===== src/rtl/usb_multi_ep_protocol_ctrl.sv =====
// usb_multi_ep_protocol_ctrl
//   USB full-speed protocol sequencer for NUM_EP endpoints. Sits between the
//   RX decoder, TX encoder, shared data buffer and the AHB-Lite slave, and
//   enforces OUT / IN transfer ordering with per-endpoint DATA0/DATA1 toggles,
//   an endpoint range check and a host-handshake timeout after IN data.
//
// Ports
//   clk, n_rst            clock, asynchronous active-low reset
//   rx_packet[2:0]        decoded RX PID (IDLE,DATA0,OUT,IN,ACK,NAK,BAD,DATA1)
//   rx_endpoint[3:0]      endpoint of the last OUT/IN token
//   tx_done               TX finished the current packet (pulse)
//   buffer_reserved       AHB is filling the buffer for an IN transfer
//   tx_packet_data_size   bytes the AHB side intends to send
//   buffer_occupancy      bytes currently held in the buffer
//   rx_data_ready         OUT payload available to the AHB side
//   rx_transfer_active    OUT data phase in progress
//   rx_error / tx_error   sticky error flags, cleared when AHB reserves buffer
//   clear                 one-cycle buffer flush
//   tx_packet[1:0]        request to TX (IDLE,DATA,ACK,NAK), one-cycle pulse
//   tx_toggle             DATA0/DATA1 select for tx_packet=DATA
//   d_mode                endpoint is driving the bus
//   cur_ep[3:0]           endpoint of the transfer in progress
module usb_multi_ep_protocol_ctrl #(
   parameter int  NUM_EP     = 4,
   parameter int  BUF_DEPTH  = 64,
   parameter int  HS_TIMEOUT = 800,
   localparam int OW         = $clog2(BUF_DEPTH + 1)
) (
   input  logic          clk,
   input  logic          n_rst,
   input  logic [2:0]    rx_packet,
   input  logic [3:0]    rx_endpoint,
   input  logic          tx_done,
   input  logic          buffer_reserved,
   input  logic [OW-1:0] tx_packet_data_size,
   input  logic [OW-1:0] buffer_occupancy,
   output logic          rx_data_ready,
   output logic          rx_transfer_active,
   output logic          rx_error,
   output logic          tx_transfer_active,
   output logic          tx_error,
   output logic          clear,
   output logic [1:0]    tx_packet,
   output logic          tx_toggle,
   output logic          d_mode,
   output logic [3:0]    cur_ep
);
   localparam int         TW       = $clog2(HS_TIMEOUT);
   localparam int         EPW      = (NUM_EP > 1) ? $clog2(NUM_EP) : 1;
   localparam logic [4:0] NUM_EP_L = 5'(NUM_EP);

   localparam logic [2:0] PID_IDLE = 3'd0, PID_D0  = 3'd1, PID_OUT = 3'd2,
                          PID_IN   = 3'd3, PID_ACK = 3'd4, PID_NAK = 3'd5,
                          PID_BAD  = 3'd6, PID_D1  = 3'd7;
   localparam logic [1:0] TX_IDLE  = 2'd0, TX_DAT  = 2'd1, TX_ACK  = 2'd2,
                          TX_NAK   = 2'd3;

   typedef enum logic [3:0] {
      IDLE, RX_WAIT, RX_DATA, RX_ACK, RX_ACK_WAIT, DRAIN, AHB_STORE,
      TX_DATA, TX_WAIT_DONE, TX_WAIT_HS, NAK_START, NAK_WAIT
   } state_t;

   state_t            state_q, state_d, ret_q, ret_d;
   logic [3:0]        ep_q, ep_d;
   logic              dpid_q, dpid_d, dup_q, dup_d;
   logic [TW-1:0]     cnt_q, cnt_d;
   logic [NUM_EP-1:0] rx_tog_q, rx_tog_d, tx_tog_q, tx_tog_d;
   logic              rdy_q, rdy_d, rx_err_q, rx_err_d, tx_err_q, tx_err_d;
   logic              clr_q, clr_d, tog_q, tog_d, tx_act_q, tx_act_d;
   logic              rx_act_q, rx_act_d;
   logic [1:0]        pkt_q, pkt_d;

   logic is_tok, ep_ok, occ_zero, occ_full;
   assign is_tok   = (rx_packet == PID_OUT) || (rx_packet == PID_IN);
   assign ep_ok    = {1'b0, rx_endpoint} < NUM_EP_L;
   assign occ_zero = (buffer_occupancy == '0);
   assign occ_full = (buffer_occupancy == tx_packet_data_size);

   always_comb begin
      state_d  = state_q;
      ret_d    = ret_q;
      ep_d     = ep_q;
      dpid_d   = dpid_q;
      dup_d    = dup_q;
      cnt_d    = cnt_q;
      rx_tog_d = rx_tog_q;
      tx_tog_d = tx_tog_q;
      rdy_d    = rdy_q;
      rx_err_d = rx_err_q;
      tx_err_d = tx_err_q;
      clr_d    = 1'b0;
      case (state_q)
         IDLE: begin
            if (is_tok) ep_d = rx_endpoint;
            if (rx_packet == PID_OUT && ep_ok) begin
               state_d = RX_WAIT;
            end else if (rx_packet == PID_BAD || (is_tok && !ep_ok) ||
                         (rx_packet == PID_IN && !buffer_reserved)) begin
               rx_err_d = 1'b1;
               ret_d    = IDLE;
               state_d  = NAK_START;
            end else if (buffer_reserved) begin
               rx_err_d = 1'b0;
               tx_err_d = 1'b0;
               state_d  = AHB_STORE;
            end
         end
         RX_WAIT: begin
            if (rx_packet == PID_D0 || rx_packet == PID_D1) begin
               dpid_d  = rx_packet[2];   // DATA1 is the only data PID with bit 2 set
               state_d = RX_DATA;
            end else if (rx_packet == PID_BAD) begin
               clr_d   = 1'b1;
               ret_d   = IDLE;
               state_d = NAK_START;
            end
         end
         RX_DATA: begin
            if (rx_packet == PID_IDLE) begin
               state_d = RX_ACK;
               // The host retransmits if it missed our ACK; a stale PID is
               // still ACKed but its payload is flushed.
               if (dpid_q == rx_tog_q[ep_q[EPW-1:0]]) begin
                  rx_tog_d[ep_q[EPW-1:0]] = ~rx_tog_q[ep_q[EPW-1:0]];
                  rdy_d = 1'b1;
                  dup_d = 1'b0;
               end else begin
                  clr_d = 1'b1;
                  dup_d = 1'b1;
               end
            end else if (rx_packet == PID_BAD) begin
               clr_d    = 1'b1;
               rx_err_d = 1'b1;
               ret_d    = IDLE;
               state_d  = NAK_START;
            end
         end
         RX_ACK:      state_d = RX_ACK_WAIT;
         RX_ACK_WAIT: if (tx_done) state_d = dup_q ? IDLE : DRAIN;
         DRAIN: begin
            if (occ_zero) begin
               rdy_d   = 1'b0;
               state_d = IDLE;
            end else if (is_tok) begin
               rx_err_d = 1'b1;
               ret_d    = DRAIN;
               state_d  = NAK_START;
            end
         end
         AHB_STORE: begin
            if (is_tok) begin
               ep_d    = rx_endpoint;
               ret_d   = IDLE;
               state_d = (rx_packet == PID_IN && ep_ok && occ_full) ? TX_DATA : NAK_START;
            end
         end
         TX_DATA: state_d = TX_WAIT_DONE;
         TX_WAIT_DONE: begin
            if (tx_done) begin
               cnt_d   = TW'(HS_TIMEOUT - 1);
               state_d = TX_WAIT_HS;
            end
         end
         TX_WAIT_HS: begin
            // ACK is tested first so it wins over a coinciding expiry.
            if (rx_packet == PID_ACK) begin
               tx_tog_d[ep_q[EPW-1:0]] = ~tx_tog_q[ep_q[EPW-1:0]];
               state_d = IDLE;
            end else if (rx_packet == PID_NAK || cnt_q == '0) begin
               tx_err_d = 1'b1;
               state_d  = IDLE;
            end else begin
               cnt_d = cnt_q - 1'b1;
            end
         end
         NAK_START: state_d = NAK_WAIT;
         NAK_WAIT:  if (tx_done) state_d = ret_q;
         default:   state_d = IDLE;
      endcase

      // Outputs derived from the next state so they move with the state edge.
      tx_act_d = state_d inside {RX_ACK, RX_ACK_WAIT, TX_DATA, TX_WAIT_DONE,
                                 NAK_START, NAK_WAIT};
      rx_act_d = state_d inside {RX_WAIT, RX_DATA};
      case (state_d)
         RX_ACK:    pkt_d = TX_ACK;
         TX_DATA:   pkt_d = TX_DAT;
         NAK_START: pkt_d = TX_NAK;
         default:   pkt_d = TX_IDLE;
      endcase
      tog_d = (state_d == TX_DATA) && tx_tog_q[ep_d[EPW-1:0]];
   end

   always_ff @(posedge clk or negedge n_rst) begin
      if (!n_rst) begin
         state_q  <= IDLE;
         ret_q    <= IDLE;
         ep_q     <= '0;
         dpid_q   <= 1'b0;
         dup_q    <= 1'b0;
         cnt_q    <= '0;
         rx_tog_q <= '0;
         tx_tog_q <= '0;
         rdy_q    <= 1'b0;
         rx_err_q <= 1'b0;
         tx_err_q <= 1'b0;
         clr_q    <= 1'b0;
         tog_q    <= 1'b0;
         tx_act_q <= 1'b0;
         rx_act_q <= 1'b0;
         pkt_q    <= TX_IDLE;
      end else begin
         state_q  <= state_d;
         ret_q    <= ret_d;
         ep_q     <= ep_d;
         dpid_q   <= dpid_d;
         dup_q    <= dup_d;
         cnt_q    <= cnt_d;
         rx_tog_q <= rx_tog_d;
         tx_tog_q <= tx_tog_d;
         rdy_q    <= rdy_d;
         rx_err_q <= rx_err_d;
         tx_err_q <= tx_err_d;
         clr_q    <= clr_d;
         tog_q    <= tog_d;
         tx_act_q <= tx_act_d;
         rx_act_q <= rx_act_d;
         pkt_q    <= pkt_d;
      end
   end

   assign rx_data_ready      = rdy_q;
   assign rx_transfer_active = rx_act_q;
   assign rx_error           = rx_err_q;
   assign tx_transfer_active = tx_act_q;
   assign tx_error           = tx_err_q;
   assign clear              = clr_q;
   assign tx_packet          = pkt_q;
   assign tx_toggle          = tog_q;
   assign d_mode             = tx_act_q;
   assign cur_ep             = ep_q;
endmodule


===== config.mk =====
export PLATFORM = sky130hd
export DESIGN_NAME = usb_multi_ep_protocol_ctrl
export DESIGN_NICKNAME = d
export VERILOG_FILES = /design/src/rtl/usb_multi_ep_protocol_ctrl.sv
export SDC_FILE = /design/constraint.sdc
export NUM_CORES = 1
export LEC_CHECK = 0
export ABC_AREA = 1
export CAP_MARGIN = 20
export CELL_PAD_IN_SITES_DETAIL_PLACEMENT = 0
export CELL_PAD_IN_SITES_GLOBAL_PLACEMENT = 1
export CORE_ASPECT_RATIO = 2
export CORE_MARGIN = 3
export CORE_UTILIZATION = 39
export DETAILED_ROUTE_END_ITERATION = 10
export PLACE_DENSITY = 0.77
export SYNTH_ARGS = -nofsm -noshare
export SYNTH_HDL_FRONTEND = slang
export SYNTH_SLANG_ARGS = --single-unit
export TNS_END_PERCENT = 5

===== constraint.sdc =====
create_clock -name clk -period 2.5 [get_ports clk]
set_input_delay 0.5 -clock clk [delete_from_list [all_inputs] [get_ports clk]]
set_output_delay 0.5 -clock clk [all_outputs]
set_load 0.01 [all_outputs]

---- Word-level counts from Yosys, hierarchy flattened ----
Cells that the tools add are included.
operators by class
  add/sub/neg operators ................... 1
  $mul .................................... 0
  divide/modulo/power cells ............... 0
  magnitude comparators ................... 4
  eq/ne operators ......................... 46
  shift-type cells ........................ 0
  muxes and demuxes ....................... 65
  bitwise logic cells ..................... 2
  reductions and logical operators ........ 36
operator list
  operator                 number
  $mux W4                  23
  $pmux W4 S12             1
  $ne A2 B2 Y1 const B     17
  $mux W10                 3
  $eq A4 B4 Y1 const B     7
  $eq A4 B3 Y1 const B     6
  $mux W1                  22
  $pmux W10 S2             1
  $pmux W4 S5              1
  $eq A4 B2 Y1 const B     4
  $eq A3 B3 Y1 const B     4
  $logic_not A10 Y1        1
  $sub A10 B1 Y10 const B  1
  $bwmux W4                2
  $eq A4 B1 Y1 const B     2
  $reduce_and A2 Y1        4
  $reduce_and A4 Y1        2
  $reduce_and A8 Y1        1
  $reduce_bool A2 Y1       4
  $eq A7 B7 Y1             1
  $logic_and A1 B1 Y1      7
  $logic_not A7 Y1         1
  $reduce_and A7 Y1        1
  $bmux W1 S2              3
  other kinds (24)         35
word-level totals
  register bits ........................... 41
  latch bits .............................. 0
  memory bits (writable) .................. 0
  memory bits (read-only) ................. 0
  bits of input ports ..................... 25
  output and inout port bits .............. 14
  logic and storage cells ................. 171
  memories ................................ 0

---- Depth between registers and ports, before layout ----
  depth after elaboration ................. 10
  depth in mapped cells ................... 13
  depth with buffers taken out ............ 13

---- Worst setup path after synthesis ----
OpenSTA, ideal clock, no wires.
  path kind ............................... register to register
  from .................................... register cnt_q[0]
  to ...................................... register tx_act_q, in the netlist d_mode
  library setup time ...................... 0.119 ns
  data arrival time ....................... 1.627 ns
  data required time ...................... 2.381 ns
  setup slack ............................. 0.754 ns
  cell stages (with the launch flop) ...... 12
  path buffers ............................ 0
  clock period less this slack ............ 1.746 ns
  cells stage by stage .................... dfrtp_1 > inv_1 > ha_1 > nand2_1 > nor2_1 > nand3_1 > nand3_2 > nand3_1 > nor2_2 > nand3_1 > nor2_1 > nor2_1
between the ends
  cells in the longest elaborated chain, start to end .. 7
ends and longest elaborated chain
  what                                  line  text
  start: declaration                    66    logic [TW-1:0] cnt_q, cnt_d;
  start signal: assignment              218   cnt_q <= cnt_d;
  $logic_not A10 Y1 (*)                 169   end else if (rx_packet == PID_NAK || cnt_q == '0) begin
  $logic_or A1 B1 Y1 (*)                169
  $mux W4 (*)                           169
  $mux W4 (*)                           166   if (rx_packet == PID_ACK) begin
  $pmux W4 S12 (*)                      92    case (state_q)
  $eq A4 B2 Y1 (tied with other cells)  182   tx_act_d = state_d inside {RX_ACK, RX_ACK_WAIT, TX_DATA, TX_WAIT_DONE,
  $reduce_bool A6 Y1 (*)                182
  net tx_act_d                          69    logic clr_q, clr_d, tog_q, tog_d, tx_act_q, tx_act_d;
  end signal: assignment                226   tx_act_q <= tx_act_d;
  end: declaration                      69
The timed path passes the listed nets; every way through them passes the cells marked *.
A chain may end at the register's enable or synchronous reset.

---- Worst setup path after layout ----
  from .................................... input rx_packet[1]
  to ...................................... register tx_act_q, in the netlist d_mode
between the ends
  cells in the longest elaborated chain, start to end .. 10
ends and longest elaborated chain
  what                                  line  text
  start: declaration                    31    input logic [2:0] rx_packet,
  $eq A3 B2 Y1 (on tied branches)       n/a
  $logic_or A1 B1 Y1                    74    assign is_tok = (rx_packet == PID_OUT) || (rx_packet == PID_IN);
  $logic_and A1 B1 Y1                   97    end else if (rx_packet == PID_BAD || (is_tok && !ep_ok) ||
  $logic_or A1 B1 Y1 (2 in a row)       97
  $mux W4                               97
  $mux W4                               95    if (rx_packet == PID_OUT && ep_ok) begin
  $pmux W4 S12 (*)                      92
  $eq A4 B2 Y1 (tied with other cells)  182
  $reduce_bool A6 Y1 (*)                182
  net tx_act_d                          69
Marks and branches as above.

==> impl_metrics.csv <==
group,metric,value,unit
setup_path,crit_top_cell,"nand2_1",
floorplanning,start_util,0.405,
grt,grt_pass1_wl,11.1,mm
routing,route.detailed.drc,0,
floorplanning,std_cell_rows,41,
sta,tns,0,ns
placed_design,dp_hpwl,5.66,mm
grt,overflow,0,
sta,finalSetupViolCount,0,
routing,ant_nets,0,
logic_synthesis,syn_area_per_cell,7.37,µm²
sta,max_freq,0.473,GHz
routing,drt_first_pass_iters,4,
layout,nFillCells,693,
routing,wl_per_cell,14.0,µm
layout,areaGrowthSynthToFinish,25.3,%
logic_synthesis,synth_edf_count,0,
cts,cts_buffers,5,
cts,insertion_delay,0.28,ns
routing,routed_via_density,4.98,
setup_path,arrival,2.28,ns
logic_synthesis,synth_seq_cells,38,
routing,vias,2414,
cts,clock_tree.htree_level_count,2,
layout,nets,424,
cts,cts_sinks,38,
logic_synthesis,synth_top_cell_by_area,"dfrtp_1",
logic_synthesis,syn_area,0.00258,mm²
routing,wl,6.77,mm
grt,grt_pass1_vias,2471,
placed_design,place_area,0.00308,mm²
placed_design,port-buffer-count,38,
setup_path,critPathMaxStageDelay,0.62,ns
pwr,leakagePower,1.58,nW
cts,path_clk_slew,0.05,ns
sta,drv_slew,0,
setup_path,worst_path_max_delay_cell,"clkdlybuf4s50_1",
setup_path,crit_required,2.67,ns
layout,drive_above_1_share,0.163,
cts,cts_tree,"built",
pwr,power_density,1020,mW/mm²
grt,grt_use_total,0.188,
setup_path,rr_startpoint,"state_q[0]",
cts,root_buffer,"clkbuf_16",
layout,final_cell_mix,"nand2_1 (74), inv_1 (48), dfrtp_1 (38), clkdlybuf4s50_1 (37), nor2_1 (32)",
setup_path,path_cells,"clkdlybuf4s50_1 -> buf_4 -> nand3_2 -> inv_1 -> nand3_1 -> nor2_1 -> nand2_1 -> nand2_1 -> nand2_1 -> nand2_1 -> nand2_1 -> a21oi_1 -> nor2_1",
pwr,vdd_ir_drop_max,0.000700,V
logic_synthesis,ys_seq_area_frac,0.369,
routing,drt_iter0_drc,83,
sta,fin_crit,2.12,ns
logic_synthesis,async_flop_share,1.00,
layout,ff_latch_area,951,µm²
hold_path,hold_class,"in -> async",
sta,rsz0062_at_grt,"no",
setup_path,worstSetupStartpointType,"input port",
sta,slew_headroom,0.409,
floorplanning,die_x,63.5,µm
setup_path,startpoint,"rx_packet[1]",
placed_design,gp_congestion,0.870,
floorplanning,die-height,121,µm
floorplanning,io_pins,39,
cts,cts.repair.resized,0,
layout,diodes,0,
cts,cts_hold_buf,0,
logic_synthesis,yosysWarningCount,0,
logic_synthesis,synth.area.top_cells,"dfrtp_1 (37%), nand2_1 (11%), inv_1 (7.0%)",
sta,tightest_slew,0.886,ns
setup_path,path_max_fanout,6,
sta,fin_crit_sh,0.846,
floorplanning,coreArea,0.00636,mm²
cts,cts_setup_buffers,0,
run_status,status,"finished, final reports clean",
sta,hold_viol,0,
floorplanning,die_area,0.00768,mm²
layout,final_common_cell,"nand2_1",
grt,grt_max_degree,39,
layout,design_area,0.00323,mm²
logic_synthesis,yosys_most_used_dff,"dfrtp_1",
logic_synthesis,yosysUniqueCellTypes,37,
sta,finClkSkew,0.00467,ns
grt,grt_antenna_before_repair,0,
logic_synthesis,synth_top_area_share,0.369,
setup_path,critPathKind,"in -> reg",
layout,multi_input_area,0.00138,mm²
cts,clock_path_buffers,2,
logic_synthesis,synth_nets,376,
run,drv_cap,0,
logic_synthesis,synthCells,350,
setup_path,crit_path_end_kind,"register",
==> Yosys cell counts (5+ instances only) <==
cell / count
nor2_4: 8
nand2_1: 74
nor2_1: 32
nand3_2: 6
o31ai_1: 7
nand2_4: 7
inv_1: 48
nor3_1: 5
nand3_1: 19
nand2_2: 6
o21ai_1: 5
a21oi_1: 8
nor2_2: 5
dfrtp_1: 38
inv_2: 13
nand4_1: 11
o21ai_0: 24
==> report_power, final <==
part | internal [mW] | leakage [nW] | switching (mW)
Clock | 0.395 | 0.0739 | 0.240
Sequential | 0.840 | 0.464 | 0.210
Combinational | 0.632 | 1.05 | 0.993
Total | 1.87 | 1.58 | 1.44
==> cell type report <==
type / count / share of cell area
Sequential cell: 38 / 0.294
Timing Repair Buffer: 44 / 0.130
Multi-Input combinational cell: 248 / 0.426
Inverter: 61 / 0.0709
Tap cell: 86 / 0.0333
Clock buffer: 7 / 0.0442
Clock inverter: 1 / 0.00155
==> worst max-delay path: cells and delay by family <==
kind	cells	cell delay (ns)
AO/OA/AOI/OAI	1	0.16
buffers and inverters	3	0.90
AND/OR/NAND/NOR	9	0.74
==> state kept, by name, summed over array words and instances (netlist names) <==
register,count
clear,1
cnt_q,10
cur_ep,4
d_mode,1
dpid_q,1
dup_q,1
ret_q,1
rx_data_ready,1
rx_error,1
rx_tog_q,4
rx_transfer_active,1
state_q,4
tx_error,1
tx_packet,2
tx_tog_q,4
tx_toggle,1
==> logic make-up after synthesis <==
logic type,synth area share
xor gates and xnor gates,0.0204
and+or+nand+nor,0.361
DFF,0.369
adders and majority gates,0.00485
buffers and inverters,0.0980
AOI/OAI and AO/OA,0.147
==> final timing paths <==
check / endpoint / slack (ns) / depth (start not counted)
setup / recovery: d_mode / 0.38 / 13
hold / removal: rx_tog_q[2] / 0.34 / 1
setup reg to reg: d_mode / 0.48 / 10
hold reg to reg: ret_q[0] / 0.47 / 2
max in group asynchronous: tx_packet[1] / 1.60 / 1
min in group clk: ret_q[0] / 0.47 / 2
==> stage by stage <==
step / utilization / std cells / hold WS [ns] / power, mW / setup slack [ns]
4_1_cts: 0.508 / 485 / 0.379 / 3.34 / 0.352
5_1_grt: 0.508 / 485 / 0.422 / 3.59 / 0.203
3_3_place_gp: 0.485 / 477 / 0.460 / 2.69 / 0.0872
2_1_floorplan: - / 350 / 0.204 / 2.17 / 0.754
3_5_place_dp: 0.485 / 477 / 0.460 / 2.70 / 0.0568
6_report: 0.508 / 485 / 0.343 / 3.31 / 0.385
==> routing by layer <==
metal,track usage,wire length (µm)
met1,0.167,2290
met2,0.382,4020
met3,0.0250,143
met4,0.107,325
met5,0,0
Power figures use the tool's default switching activity.
